### config.mk
export PLATFORM = sky130hd
export DESIGN_NAME = nt_node_activity_monitor
export DESIGN_NICKNAME = d
export VERILOG_FILES = /design/src/rtl/nt_node_activity_monitor.sv
export SDC_FILE = /design/constraint.sdc
export NUM_CORES = 1
export LEC_CHECK = 0
export CORE_MARGIN = 2
export CORE_UTILIZATION = 45
export CTS_CLUSTER_DIAMETER = 150
export DETAILED_ROUTE_END_ITERATION = 10
export PLACE_DENSITY = 0.8
export REMOVE_ABC_BUFFERS = 1
export SLEW_MARGIN = 20
export SYNTH_ARGS = -nofsm -noshare
export SYNTH_HDL_FRONTEND = slang
export SYNTH_SLANG_ARGS = --single-unit
### constraint.sdc
create_clock -name I1470 -period 3.2 [get_ports I1470]
set_input_delay 0.64 -clock I1470 [delete_from_list [all_inputs] [get_ports I1470]]
set_output_delay 0.64 -clock I1470 [all_outputs]
set_load 0.02 [all_outputs]
### src/rtl/nt_node_activity_monitor.sv
// nt_node_activity_monitor
// Observes one registered Nt-node output over a programmable window and
// reports toggle count, ones count, a rare-activity flag and (optionally)
// a MISR signature, handed off via a valid/ready result handshake.
// Optional feature macro: NT_MON_MISR_EN (compiles in the 16-bit MISR).
module nt_node_activity_monitor #(
    parameter int WIN_W = 16,
    parameter int CNT_W = 16,
    parameter int SIG_W = 16
) (
    input  logic             I1470,
    input  logic             I1477,
    input  logic             node_in,
    input  logic             start,
    input  logic [WIN_W-1:0] win_len,
    input  logic [CNT_W-1:0] thresh,
    output logic             busy,
    output logic             res_valid,
    input  logic             res_ready,
    output logic [CNT_W-1:0] toggle_cnt,
    output logic [CNT_W-1:0] ones_cnt,
    output logic             rare,
    output logic [SIG_W-1:0] signature
);

    typedef enum logic [1:0] {
        IDLE = 2'd0,
        RUN  = 2'd1,
        DONE = 2'd2
    } state_t;

    state_t           state_q;
    state_t           state_d;
    logic [WIN_W-1:0] wcnt_q;
    logic [CNT_W-1:0] thr_q;
    logic [CNT_W-1:0] tog_q;
    logic [CNT_W-1:0] ones_q;
    logic [CNT_W-1:0] tog_nx;
    logic [CNT_W-1:0] ones_nx;
    logic             prev_q;
    logic             first_q;
    logic             rare_q;
    logic             start_ok;
    logic             last_smp;
    logic             is_toggle;

    // State register.
    always_ff @(posedge I1470 or negedge I1477) begin
        if (!I1477) begin
            state_q <= IDLE;
        end else begin
            state_q <= state_d;
        end
    end

    // Next-state logic and state-decoded outputs.
    always_comb begin
        state_d   = state_q;
        busy      = 1'b0;
        res_valid = 1'b0;
        start_ok  = 1'b0;
        last_smp  = 1'b0;
        case (state_q)
            IDLE: begin
                if (start && (win_len != '0)) begin
                    start_ok = 1'b1;
                    state_d  = RUN;
                end
            end
            RUN: begin
                busy = 1'b1;
                if (wcnt_q == WIN_W'(1)) begin
                    last_smp = 1'b1;
                    state_d  = DONE;
                end
            end
            DONE: begin
                busy      = 1'b1;
                res_valid = 1'b1;
                if (res_ready) begin
                    state_d = IDLE;
                end
            end
            default: state_d = IDLE;
        endcase
    end

    // Saturating next-count values for the current RUN sample.
    always_comb begin
        is_toggle = !first_q && (node_in != prev_q);
        tog_nx    = tog_q;
        ones_nx   = ones_q;
        if (is_toggle && (tog_q != '1)) begin
            tog_nx = tog_q + CNT_W'(1);
        end
        if (node_in && (ones_q != '1)) begin
            ones_nx = ones_q + CNT_W'(1);
        end
    end

    // Window datapath: capture at start, count during RUN, flag rare on exit.
    always_ff @(posedge I1470 or negedge I1477) begin
        if (!I1477) begin
            wcnt_q  <= '0;
            thr_q   <= '0;
            tog_q   <= '0;
            ones_q  <= '0;
            prev_q  <= 1'b0;
            first_q <= 1'b0;
            rare_q  <= 1'b0;
        end else begin
            if (start_ok) begin
                wcnt_q  <= win_len;
                thr_q   <= thresh;
                tog_q   <= '0;
                ones_q  <= '0;
                first_q <= 1'b1;
                rare_q  <= 1'b0;
            end else if (state_q == RUN) begin
                wcnt_q  <= wcnt_q - WIN_W'(1);
                prev_q  <= node_in;
                first_q <= 1'b0;
                tog_q   <= tog_nx;
                ones_q  <= ones_nx;
                if (last_smp) begin
                    // rare uses the count including the final sample
                    rare_q <= (tog_nx < thr_q);
                end
            end else if ((state_q == DONE) && res_ready) begin
                rare_q <= 1'b0;
            end
        end
    end

    assign toggle_cnt = tog_q;
    assign ones_cnt   = ones_q;
    assign rare       = rare_q;

`ifdef NT_MON_MISR_EN
    logic [SIG_W-1:0] sig_q;

    // MISR: seeded at start, one shift/feedback step per RUN sample.
    always_ff @(posedge I1470 or negedge I1477) begin
        if (!I1477) begin
            sig_q <= '0;
        end else if (start_ok) begin
            sig_q <= '1;
        end else if (state_q == RUN) begin
            sig_q <= {sig_q[SIG_W-2:0], 1'b0}
                   ^ (sig_q[SIG_W-1] ? SIG_W'(16'h1021) : '0)
                   ^ {{(SIG_W-1){1'b0}}, node_in};
        end
    end

    assign signature = sig_q;
`else
    assign signature = '0;
`endif

endmodule

==> flow_summary.json <==
{
  "finalCritPeriodShare_pct": 93.7,
  "clockRootBuffer": "clkbuf_8",
  "rows": 35,
  "grt_usage_pct": 20.5,
  "synthAdderAreaFrac_pct": 6.36,
  "seq_power_share_pct": 39.1,
  "syn-instance-count": 489,
  "cp.arrival_ns": 3.29,
  "clock_power_share_pct": 24.8,
  "overflow": 0,
  "met1_length_um": 4620,
  "grt_pass1_vias": 3705,
  "synth_area_sq_um": 4330,
  "swShare_pct": 37.2,
  "postCtsSetupBuffers": 0,
  "fin_nets": 629,
  "vias_per_cell": 5.41,
  "gp_routability_congestion": 0.892,
  "yosysUniqueCellTypes": 59,
  "cts.sinks": 69,
  "placed_area_sq_um": 5220,
  "syn_area_per_cell_sq_um": 8.85,
  "numCtsBuffers": 9,
  "cts.path.max_buffers": 2,
  "synth_edf_count": 0,
  "grt_pass1_wl_um": 17000,
  "clkTransAtPathRegs_ns": 0.08,
  "p_comb_share_pct": 36.1,
  "n_antenna_cell": 0,
  "critPathRequiredTime_ns": 3.49,
  "synth_simple_gate_area_share_pct": 22.8,
  "die_area_sq_um": 10400,
  "wl_per_cell_um": 14.7,
  "endpoint_kind": "flop",
  "hpwl_um": 7780,
  "crit_path_start_kind": "primary input",
  "fin_worst_skew_ns": 0.0118,
  "die_y_um": 102,
  "path_class": "primary input to flop",
  "power_density_nw_per_um2": 610,
  "final_area_sq_um": 5460,
  "synth_compound_gate_area_share_pct": 13.5,
  "drc": 0,
  "cp_max_fo": 4,
  "crit_chain": "clkdlybuf4s50_1 > xnor2_1 > nor3_2 > o21ai_1 > nor3_2 > xnor2_1 > ha_1 > a211oi_1 > o21ai_0 > a211oi_2 > o2111ai_1 > nand2_1",
  "synth_xor_area_share_pct": 9.51,
  "initial_utilization_pct": 46.6,
  "yosys_most_used_dff": "dfrtp_1",
  "grt_max_degree": 47,
  "cpPeakStageDelay_ns": 0.48,
  "hold_buffers": 0,
  "drtAntennaViolNets": 0,
  "max_freq_ghz": 0.333,
  "drtPass1Iterations": 4,
  "synth-seq-cells": 69,
  "synthMuxAreaShare_pct": 0.723,
  "slew_headroom_pct": 49.4,
  "min-delay-path-class": "primary input to asynchronous set/reset pin",
  "vias": 3808,
  "top_layer_used": "met4",
  "power.internal_mw": 2.09,
  "layout-drive-gt1-share_pct": 9.22,
  "synth_top_family_by_area": "simple AND/OR/NAND/NOR gates",
  "num-fill-cells": 836,
  "ys_warn_count": 0,
  "area_delta_synth_final_pct": 26.2,
  "max_slew.worst_pin.slew_ns": 0.756,
  "cts_tree": "built",
  "yosysSeqAreaShare_pct": 39.9,
  "slew_violations": 0,
  "met2RoutedLength_um": 4980,
  "max-cap-violations": 0,
  "min_period_ns": 3.00,
  "dr_wl_met3_um": 617,
  "report.final.hold_viol_count": 0,
  "power_mw": 3.33,
  "totalWireLength_um": 10400,
  "chipWidth_um": 102,
  "synthArstFlopShare_pct": 100,
  "clock_latency_ns": 0.36,
  "crit_slowest_cell": "clkdlybuf4s50_1",
  "io_pins": 88,
  "cts_max_level": 3,
  "port_buffers": 71,
  "status": "completed",
  "core_sq_um": 9280,
  "power.switching_mw": 1.24,
  "peakVddDrop_mv": 0.354,
  "p_leak_nw": 2.29,
  "setup_viol": 0,
  "initialDrtViolationCount": 143,
  "grt_antenna_before_repair": 0
}
## stage by stage
| stage | std cells | setup slack, ns | util, % | setup TNS [ns] | hold slack [ns] |
|---|---|---|---|---|---|
| floorplan | 467 | -1.62 | - | -90.06 | 0.344 |
| global placement | 688 | -0.129 | 56.2 | -0.129 | 0.487 |
| detailed placement | 688 | -0.218 | 56.2 | -0.218 | 0.508 |
| CTS | 704 | 0.145 | 58.7 | 0 | 0.284 |
| global route | 704 | -0.0311 | 58.8 | -0.0311 | 0.310 |
| finish | 704 | 0.200 | 58.8 | 0 | 0.268 |
## cells by family (layout without fill, tap and decap cells)
family	after synthesis	after routing
mux	3	3
xor+xnor	47	47
compound gates	94	94
other cells	1	16
simple gates	189	189
buf+inv	64	135
fa+ha+maj	22	22
flops	69	69
## cell usage in the layout, fill, tap and decap left out, types with 4 or more instances in the layout
cell type	count
o21a_1	4
nand3_1	13
conb_1	16
and3_1	5
o21ai_0	37
inv_1	27
nor4_1	10
or3_1	9
o2111ai_1	5
nand4_1	12
clkbuf_8	10
dfrtp_1	69
xnor2_1	30
nand2_1	67
a21oi_1	14
nor2_1	36
o21ai_1	8
buf_4	21
xor2_1	17
ha_1	22
clkdlybuf4s50_1	70
nor3_1	8
## synth_stat cells, types with 13 or more instances
master | n | share of area, %
a21oi_1 | 14 | 1.6
inv_1 | 27 | 2.3
nor2_1 | 36 | 3.1
nand2_1 | 67 | 5.8
ha_1 | 22 | 6.4
buf_4 | 16 | 2.8
xnor2_1 | 30 | 6.1
xor2_1 | 17 | 3.4
nand3_1 | 13 | 1.5
dfrtp_1 | 69 | 40
o21ai_0 | 38 | 4.4
## timing repair
item                                    4_1_cts  5_1_grt
endpoints found under the setup margin        0        1
gates resized for setup                       0        3
endpoints found under the hold margin         0        0
## sequential cells by signal, summed over array words and instances, names as in the netlist
register and count:
prev_q 1, thr_q 16, first_q 1, state_q 2
wcnt_q 16, ones_cnt 16, rare 1, toggle_cnt 16
## cell type report
cell class                 instances  area, sq um  share of cell area (%)
multi-input combinational        371         2380                    43.5
clock inverter                     6         95.1                    1.74
sequential                        69         1730                    31.6
timing repair buffer              92          863                    15.8
inverter                          27          101                    1.86
clock buffer                      10          138                    2.52
tap                              129          161                    2.95
## worst max-delay path, delay by kind of cell
kind	cells	cell delay, ns
AOI/OAI and AO/OA	5	0.97
and+or+nand+nor	3	0.58
buffers and inverters	1	0.48
xor gates and xnor gates	2	0.36
adders and majority gates	1	0.26
## power groups by stage
stage / Combinational (mW) / Clock, mW / Sequential, mW
floorplan: 0.802 / 0 / 1.29
global placement: 1.16 / 0 / 1.30
detailed placement: 1.20 / 0 / 1.31
CTS: 1.21 / 0.842 / 1.30
global route: 1.36 / 0.882 / 1.33
finish: 1.20 / 0.827 / 1.30
## layer usage
layer | vias to the layer above | GRT usage (%)
li1 | 1844 | -
met1 | 1826 | 27.0
met2 | 124 | 34.3
met3 | 14 | 3.63
met4 | 0 | 6.97
met5 | - | 0
## final timing paths
kind | start | end | slack (ns) | depth (start not counted)
setup / recovery | node_in | rare | 0.20 | 12
hold / removal | I1477 | toggle_cnt[11] | 0.27 | 1
setup reg to reg | toggle_cnt[11] | rare | 0.22 | 12
hold reg to reg | thr_q[0] | thr_q[0] | 0.53 | 2
max in group asynchronous | I1477 | rare | 2.21 | 2
min in group I1470 | thr_q[0] | thr_q[0] | 0.53 | 2
(Power assumes the default switching activity.)
